`src/rtl/hazard_scoreboard_if.sv`:
```
// D-stage hazard query and MDU control bundle for hazard_scoreboard.
// The master drives the decode/execute side; the slave is the scoreboard.
interface hazard_scoreboard_if #(
  parameter int unsigned NUM_SRC = 2,
  parameter int unsigned REG_W   = 5,
  parameter int unsigned TNEW_W  = 2,
  parameter int unsigned SEL_W   = 2
);
  logic                       flush;
  logic [NUM_SRC*REG_W-1:0]   D_src_reg;
  logic [NUM_SRC*TNEW_W-1:0]  D_src_tuse;
  logic [NUM_SRC-1:0]         D_src_valid;
  logic                       D_wr_en;
  logic [REG_W-1:0]           D_wr_reg;
  logic [TNEW_W-1:0]          D_tnew;
  logic                       D_is_mdu;
  logic                       E_md_start;
  logic                       E_md_is_div;
  logic                       stall;
  logic [NUM_SRC*SEL_W-1:0]   fwd_sel;
  logic                       md_busy;

  modport master (
    output flush, D_src_reg, D_src_tuse, D_src_valid, D_wr_en, D_wr_reg, D_tnew, D_is_mdu,
           E_md_start, E_md_is_div,
    input  stall, fwd_sel, md_busy
  );

  modport slave (
    input  flush, D_src_reg, D_src_tuse, D_src_valid, D_wr_en, D_wr_reg, D_tnew, D_is_mdu,
           E_md_start, E_md_is_div,
    output stall, fwd_sel, md_busy
  );
endinterface

```
`src/rtl/hazard_scoreboard.sv`:
```
// Parametrised hazard scoreboard: tracks in-flight GPR writes per post-decode stage and
// derives the D-stage stall, per-operand forward selects and MDU busy state.
module hazard_scoreboard #(
  parameter int unsigned NUM_STAGES  = 3,
  parameter int unsigned NUM_SRC     = 2,
  parameter int unsigned REG_W       = 5,
  parameter int unsigned TNEW_W      = 2,
  parameter int unsigned SEL_W       = 2,
  parameter int unsigned MULT_CYCLES = 5,
  parameter int unsigned DIV_CYCLES  = 10
) (
  input logic                clk,
  input logic                reset,
  hazard_scoreboard_if.slave bus
);

  localparam int unsigned MaxCycles = (DIV_CYCLES > MULT_CYCLES) ? DIV_CYCLES : MULT_CYCLES;
  localparam int unsigned CntW      = $clog2(MaxCycles + 1);

  // Index s holds stage s+1 (s = 0 is the stage right after D).
  logic [NUM_STAGES-1:0] valid_q;
  logic [REG_W-1:0]      reg_q  [NUM_STAGES];
  logic [TNEW_W-1:0]     tnew_q [NUM_STAGES];
  logic [CntW-1:0]       md_cnt_q;

  logic                     md_busy_c;
  logic                     src_stall_c;
  logic                     stall_c;
  logic [NUM_SRC*SEL_W-1:0] fwd_sel_c;

  always_comb begin : p_match
    logic              hit;
    logic [TNEW_W-1:0] hit_tnew;
    logic [SEL_W-1:0]  hit_sel;
    logic [REG_W-1:0]  src;
    logic [TNEW_W-1:0] tuse;
    src_stall_c = 1'b0;
    fwd_sel_c   = '0;
    hit         = 1'b0;
    hit_tnew    = '0;
    hit_sel     = '0;
    src         = '0;
    tuse        = '0;
    for (int i = 0; i < NUM_SRC; i++) begin
      src      = bus.D_src_reg[i*REG_W +: REG_W];
      tuse     = bus.D_src_tuse[i*TNEW_W +: TNEW_W];
      hit      = 1'b0;
      hit_tnew = '0;
      hit_sel  = '0;
      // Walk oldest to youngest so the youngest match overwrites older ones.
      for (int k = NUM_STAGES - 1; k >= 0; k--) begin
        if (bus.D_src_valid[i] && valid_q[k] && (reg_q[k] == src) && (src != '0)) begin
          hit      = 1'b1;
          hit_tnew = tnew_q[k];
          hit_sel  = SEL_W'(k + 1);
        end
      end
      if (hit && (hit_tnew > tuse)) begin
        src_stall_c = 1'b1;
      end
      if (hit && (hit_tnew == '0)) begin
        fwd_sel_c[i*SEL_W +: SEL_W] = hit_sel;
      end
    end
  end

  always_comb begin
    md_busy_c = bus.E_md_start || (md_cnt_q != '0);
    stall_c   = src_stall_c || (bus.D_is_mdu && md_busy_c);
  end

  assign bus.stall   = stall_c;
  assign bus.fwd_sel = fwd_sel_c;
  assign bus.md_busy = md_busy_c;

  always_ff @(posedge clk) begin
    if (reset) begin
      valid_q  <= '0;
      md_cnt_q <= '0;
      for (int s = 0; s < NUM_STAGES; s++) begin
        reg_q[s]  <= '0;
        tnew_q[s] <= '0;
      end
    end else begin
      if (bus.flush) begin
        valid_q <= '0;
      end else begin
        for (int s = NUM_STAGES - 1; s >= 1; s--) begin
          valid_q[s] <= valid_q[s-1];
          reg_q[s]   <= reg_q[s-1];
          tnew_q[s]  <= (tnew_q[s-1] == '0) ? '0 : tnew_q[s-1] - 1'b1;
        end
        if (stall_c) begin
          valid_q[0] <= 1'b0;
          reg_q[0]   <= '0;
          tnew_q[0]  <= '0;
        end else begin
          valid_q[0] <= bus.D_wr_en && (bus.D_wr_reg != '0);
          reg_q[0]   <= bus.D_wr_reg;
          tnew_q[0]  <= bus.D_tnew;
        end
      end
      // An in-flight mult/div completes regardless of flush.
      if (bus.E_md_start) begin
        md_cnt_q <= bus.E_md_is_div ? CntW'(DIV_CYCLES) : CntW'(MULT_CYCLES);
      end else if (md_cnt_q != '0) begin
        md_cnt_q <= md_cnt_q - 1'b1;
      end
    end
  end

endmodule

```
`src/flat_wrapper.sv`:
```
// flat-port wrapper written by rule: the top's interface ports become plain ports
module hazard_scoreboard_flat 
#(
  parameter int unsigned NUM_STAGES  = 3,
  parameter int unsigned NUM_SRC     = 2,
  parameter int unsigned REG_W       = 5,
  parameter int unsigned TNEW_W      = 2,
  parameter int unsigned SEL_W       = 2,
  parameter int unsigned MULT_CYCLES = 5,
  parameter int unsigned DIV_CYCLES  = 10
)
  (clk, reset, bus_flush, bus_D_src_reg, bus_D_src_tuse, bus_D_src_valid, bus_D_wr_en, bus_D_wr_reg, bus_D_tnew, bus_D_is_mdu, bus_E_md_start, bus_E_md_is_div, bus_stall, bus_fwd_sel, bus_md_busy);
  hazard_scoreboard_if #(.NUM_SRC(NUM_SRC), .REG_W(REG_W), .TNEW_W(TNEW_W), .SEL_W(SEL_W)) bus_i ();
  input logic clk;
  input logic reset;
  input wire logic [$bits(bus_i.flush)-1:0] bus_flush;
  input wire logic [$bits(bus_i.D_src_reg)-1:0] bus_D_src_reg;
  input wire logic [$bits(bus_i.D_src_tuse)-1:0] bus_D_src_tuse;
  input wire logic [$bits(bus_i.D_src_valid)-1:0] bus_D_src_valid;
  input wire logic [$bits(bus_i.D_wr_en)-1:0] bus_D_wr_en;
  input wire logic [$bits(bus_i.D_wr_reg)-1:0] bus_D_wr_reg;
  input wire logic [$bits(bus_i.D_tnew)-1:0] bus_D_tnew;
  input wire logic [$bits(bus_i.D_is_mdu)-1:0] bus_D_is_mdu;
  input wire logic [$bits(bus_i.E_md_start)-1:0] bus_E_md_start;
  input wire logic [$bits(bus_i.E_md_is_div)-1:0] bus_E_md_is_div;
  output wire logic [$bits(bus_i.stall)-1:0] bus_stall;
  output wire logic [$bits(bus_i.fwd_sel)-1:0] bus_fwd_sel;
  output wire logic [$bits(bus_i.md_busy)-1:0] bus_md_busy;
  assign bus_i.flush = bus_flush;
  assign bus_i.D_src_reg = bus_D_src_reg;
  assign bus_i.D_src_tuse = bus_D_src_tuse;
  assign bus_i.D_src_valid = bus_D_src_valid;
  assign bus_i.D_wr_en = bus_D_wr_en;
  assign bus_i.D_wr_reg = bus_D_wr_reg;
  assign bus_i.D_tnew = bus_D_tnew;
  assign bus_i.D_is_mdu = bus_D_is_mdu;
  assign bus_i.E_md_start = bus_E_md_start;
  assign bus_i.E_md_is_div = bus_E_md_is_div;
  assign bus_stall = bus_i.stall;
  assign bus_fwd_sel = bus_i.fwd_sel;
  assign bus_md_busy = bus_i.md_busy;
  hazard_scoreboard #(.NUM_STAGES(NUM_STAGES), .NUM_SRC(NUM_SRC), .REG_W(REG_W), .TNEW_W(TNEW_W), .SEL_W(SEL_W), .MULT_CYCLES(MULT_CYCLES), .DIV_CYCLES(DIV_CYCLES)) u_core (.clk(clk), .reset(reset), .bus(bus_i));
endmodule
```
`config.mk`:
```
export PLATFORM = sky130hd
export DESIGN_NAME = hazard_scoreboard_flat
export DESIGN_NICKNAME = d
export VERILOG_FILES = /design/src/rtl/hazard_scoreboard_if.sv /design/src/rtl/hazard_scoreboard.sv /design/src/flat_wrapper.sv
export SDC_FILE = /design/constraint.sdc
export NUM_CORES = 1
export LEC_CHECK = 0
export BUFFER_PORTS_ARGS = -buffer_cell sky130_fd_sc_hd__buf_2
export CORE_MARGIN = 2
export CORE_UTILIZATION = 59
export CTS_CLUSTER_SIZE = 10
export DETAILED_ROUTE_END_ITERATION = 10
export GPL_TIMING_DRIVEN = 0
export PLACE_DENSITY = 0.85
export SYNTH_ARGS = -nofsm -noshare
export SYNTH_HDL_FRONTEND = slang
export SYNTH_SLANG_ARGS = --single-unit
```
`constraint.sdc`:
```
create_clock -name clk -period 8.25 [get_ports clk]
set_input_delay 0.825 -clock clk [delete_from_list [all_inputs] [get_ports clk]]
set_output_delay 0.825 -clock clk [all_outputs]
set_load 0.05 [all_outputs]
```
### Word-level counts from Yosys, hierarchy flattened

Memories as Yosys holds them, arrays and structs flattened.
Cells that the tools add are included.

| word-level totals | value |
|---|---|
| bits in registers | 7 |
| RAM bits | 21 |
| bits of input ports | 30 |
| output and inout port bits | 6 |
| logic and storage cells | 109 |
| memories | 2 |

| cells by class | value |
|---|---|
| add/subtract/negate cells | 3 |
| magnitude comparators | 2 |
| eq/ne operators | 6 |
| muxes and demuxes | 48 |
| bitwise logic cells | 8 |
| reductions and logical operators | 37 |

Memories:

| memory | depth | width | read ports | clocked after Yosys merged registers in | wr ports | RTL line | source |
|---|---|---|---|---|---|---|---|
| u_core.reg_q | 3 | 5 | 3 | 0 | 3 | hazard_scoreboard.sv:22 | `logic [REG_W-1:0] reg_q [NUM_STAGES];` |
| u_core.tnew_q | 3 | 2 | 3 | 0 | 3 | hazard_scoreboard.sv:23 | `logic [TNEW_W-1:0] tnew_q [NUM_STAGES];` |

Operators by type and width:

| kind | count |
|---|---|
| $mux 2 | 20 |
| $eq 5x5->1 | 6 |
| $logic_and 1x1->1 | 24 |
| $mux 1 | 21 |
| $mux 5 | 4 |
| $reduce_bool 5->1 | 3 |
| $mux 4 | 3 |
| $logic_not 2->1 | 4 |
| $or 1x1->1 | 8 |
| $gt 2x2->1 | 2 |
| $reduce_bool 4->1 | 1 |
| $sub 2x1->2 const B | 2 |
| $sub 4x1->4 const B | 1 |
| $reduce_or 3->1 | 1 |
| $logic_or 1x1->1 | 2 |
| $reduce_bool 2->1 | 1 |
| $reduce_or 2->1 | 1 |

### Longest topological paths before layout

| depth | value |
|---|---|
| depth in word-level cells | 17 |
| gate-level depth with buffers | 13 |
| depth with buffers taken out | 13 |

### Worst setup path before layout

No wires, ideal clock.

| path | value |
|---|---|
| path kind | input-to-output |
| start | in bus_D_src_reg[1] |
| end | out bus_stall |
| data arrival time | 3.300 ns |
| slack | 4.125 ns |
| stages on the path | 11 |
| path through | or4_4 -> o21a_4 -> nand4_1 -> nor2_1 -> a31oi_1 -> ha_1 -> nor2b_1 -> o21ai_0 -> o2bb2ai_1 -> a211oi_4 -> inv_1 |

| between the ends | value |
|---|---|
| longest elaborated chain between the ends | 11 |

RTL lines:

| item | RTL line | source |
|---|---|---|
| start: declaration | flat_wrapper.sv:17 | `input wire logic [$bits(bus_i.D_src_reg)-1:0] bus_D_src_reg;` |
| $eq 5x5->1 | hazard_scoreboard.sv:52 | `if (bus.D_src_valid[i] && valid_q[k] && (reg_q[k] == src) && (src != '0)) begin` |
| $logic_and 1x1->1 (2 in a row) | hazard_scoreboard.sv:52 |  |
| $mux 2 (3 in a row) | hazard_scoreboard.sv:52 |  |
| $gt 2x2->1 | hazard_scoreboard.sv:58 | `if (hit && (hit_tnew > tuse)) begin` |
| $logic_and 1x1->1 * | hazard_scoreboard.sv:58 |  |
| $mux 1 * (2 in a row) | hazard_scoreboard.sv:58 |  |
| $logic_or 1x1->1 * | hazard_scoreboard.sv:69 | `stall_c = src_stall_c \|\| (bus.D_is_mdu && md_busy_c);` |
| end: declaration | flat_wrapper.sv:26 | `output wire logic [$bits(bus_i.stall)-1:0] bus_stall;` |

Every way passes the cells marked *; elsewhere a longest branch is shown, timed or not.

### Worst setup path after layout

Ends and elaborated chain as after synthesis.

==> results_dict.tcl <==
set metrics [dict create \
    core_area_um2 3000 \
    slowest_stage "or4_4" \
    root_buffer "clkbuf_4" \
    numCtsBuffers 3 \
    period_needed_ns 4.65 \
    async_flop_share_pct 0 \
    worst_pin_slew_ns 0.987 \
    ant_nets 0 \
    cts_tree "done" \
    vdd_ir_drop_max_uv 100 \
    drc 0 \
    port_buffers 34 \
    worstPathArrival_ns 3.83 \
    die_h_um 59.7 \
    clkSinkCount 28 \
    cp.required_ns 7.42 \
    synth_common_cells "edfxtp_1 (21), xnor2_1 (19), xor2_1 (14), inv_1 (13), and2_1 (12)" \
    ys_seq_area_share_pct 42.1 \
    hold_class "flop to flop" \
    grt_max_degree 22 \
    max_cap_violations 0 \
    finalPower_mw 0.301 \
    synth_cell_types 35 \
    grt_pass1_wl_um 6000 \
    cts_hold_buf 0 \
    cts_buffer_depth 2 \
    grt_pass1_vias 1405 \
    status "complete, no violations" \
    hold_violations 0 \
    synthFlopType "edfxtp_1" \
    clk_pin_slew_ns 0.14 \
    fin_area_um2 2080 \
    worstSetupStartpointType "primary input" \
    avgRoutedWirePerCell_um 14.0 \
    areaGrowthSynthToFinish_pct 13.5 \
    chipWidth_um 59.7 \
    worst_slack_ns 3.60 \
    synth_seq_cells 28 \
    min_period_over_period_pct 56.4 \
    synth_top_area_cell "edfxtp_1" \
    synthTopCellsByArea "edfxtp_1 (34%), xnor2_1 (9.1%), dfxtp_1 (7.7%), xor2_1 (6.7%), ha_1 (5.5%)" \
    synth.avg_cell_area_um2 9.90 \
    worst-path-max-fanout 9 \
    synth_fp_nets 223 \
    synth.top_cell.area_share_pct 34.4 \
    dr.pass1.iters 4 \
    initial_core_util_pct 61.0 \
    tns_ns 0 \
    timing.fmax_ghz 0.215 \
    syn-instance-count 185 \
    synth_enable_flop_cells 21 \
    drt_wl_total_um 3590 \
    rows 20 \
    nets 262 \
    dpl_worst_slack_ns 3.60 \
    criticalPathCategory "primary input to output port" \
    setup_violations 0 \
    die-area_um2 3570 \
    insertion_delay_ns 0.33 \
    post_cts_buffers 0 \
    grt_overflow 0 \
    dpl_cell_area_um2 2040 \
    nFillCells 257 \
    cpMostUsedCell "buf_2" \
    ioPinCount 36 \
    h-tree-depth 1 \
    track_usage_pct 22.9 \
    grt_setup_unrepaired "no" \
    skew_ns 0.00237 \
    place_congestion 0.836 \
    max_stage_delay_ns 0.55 \
    end_kind "output port" \
    powerDensity_nw_per_um2 145 \
    path_delay_family "compound AO/OA/AOI/OAI gates" \
    antenna_found_initial 0 \
    dp_hpwl_um 2920 \
    drive_gt1_share_pct 20.2 \
    vias_per_cell 5.77 \
    maxSlewHeadroom_pct 34.2 \
    syn_area_um2 1830 \
    slew_violations 0 \
    yosys_warnings 0 \
    via_count 1478 \
    path_cells "buf_2 -> or4_4 -> o21a_4 -> nand4_1 -> nor2_1 -> a31oi_1 -> ha_1 -> nor2b_1 -> o21ai_0 -> o2bb2ai_1 -> a211oi_4 -> inv_1 -> buf_2" \
    path_buf_inv 3 \
    diodes 0 \
    p_leak_nw 0.871 \
    dr.first_iter.drc_count 60 \
    ctsResizeCount 0 \
    yosys.cell_count.top_type "edfxtp_1" \
]
[through the flow]
step           utilization, %  hold slack (ns)  instances
6_report                 69.3            0.511        256
5_1_grt                  69.3            0.520        256
4_1_cts                  69.3            0.509        256
3_5_place_dp             68.0            0.487        252
3_3_place_gp             68.0            0.482        252
2_1_floorplan               -            0.452        185
[cells by family after synthesis]
kind of cell / count (synthesis) / share of synthesized area [%]
xor+xnor: 33 / 15.8
simple gates: 74 / 23.0
fa+ha+maj: 8 / 5.46
buf+inv: 16 / 3.28
flops: 28 / 42.1
compound gates: 26 / 10.4
[cell usage in the layout, fill, tap and decap left out, drive strengths merged]
cell     instances
nand2           10
o21ai            4
or4              3
a21oi            7
edfxtp          21
nand2b           3
o2bb2ai          1
o31a             2
a31oi            3
nand3            3
and2            12
a22oi            2
and3             7
clkbuf           7
or3              2
xnor2           19
nor2b            1
buf             34
nor4             7
a211oi           3
nand4            5
o21a             3
nor2            10
o2111a           1
and4             1
xor2            14
nand3b           2
ha               8
nor3             6
dfxtp            7
inv             13
or2              2
[cell type report]
cell class / count / area [um^2] / share of cell area [%]
repair buffers: 34 / 170 / 8.18
clock buffers: 4 / 36.3 / 1.74
multi-input cells: 141 / 1000 / 48.1
flip-flops and latches: 28 / 771 / 37.1
inverters: 13 / 48.8 / 2.35
well taps: 33 / 41.3 / 1.99
plain buffers: 3 / 11.3 / 0.542
[path summary, 6_finish.rpt]
kind | start | to | slack [ns] | cells past startpoint
setup / recovery | bus_D_src_reg[1] | bus_stall | 3.60 | 13
hold / removal | u_core.valid_q[1] | u_core.valid_q[2] | 0.51 | 1
setup reg to reg | u_core.reg_q[0][13] | u_core.tnew_q[0][1] | 4.89 | 11
hold reg to reg | u_core.valid_q[1] | u_core.valid_q[2] | 0.51 | 1
[sequential cells by signal (all words and copies together), names as in the netlist]
name	flops
u_core.tnew_q	6
u_core.valid_q	3
u_core.reg_q	15
u_core.md_cnt_q	4
[power breakdown]
group          internal (mW)  leakage (nW)  switching, mW
sequential             0.162         0.290        0.00874
combinational         0.0285         0.560         0.0353
clock                 0.0271        0.0210         0.0394
[per-layer routing]
metal  wire [um]  GRT usage (%)
met1        1580           29.1
met2        1750           38.4
met3         162           2.81
met4          95           11.4
met5           0              0
Power figures use the tool's default switching activity.
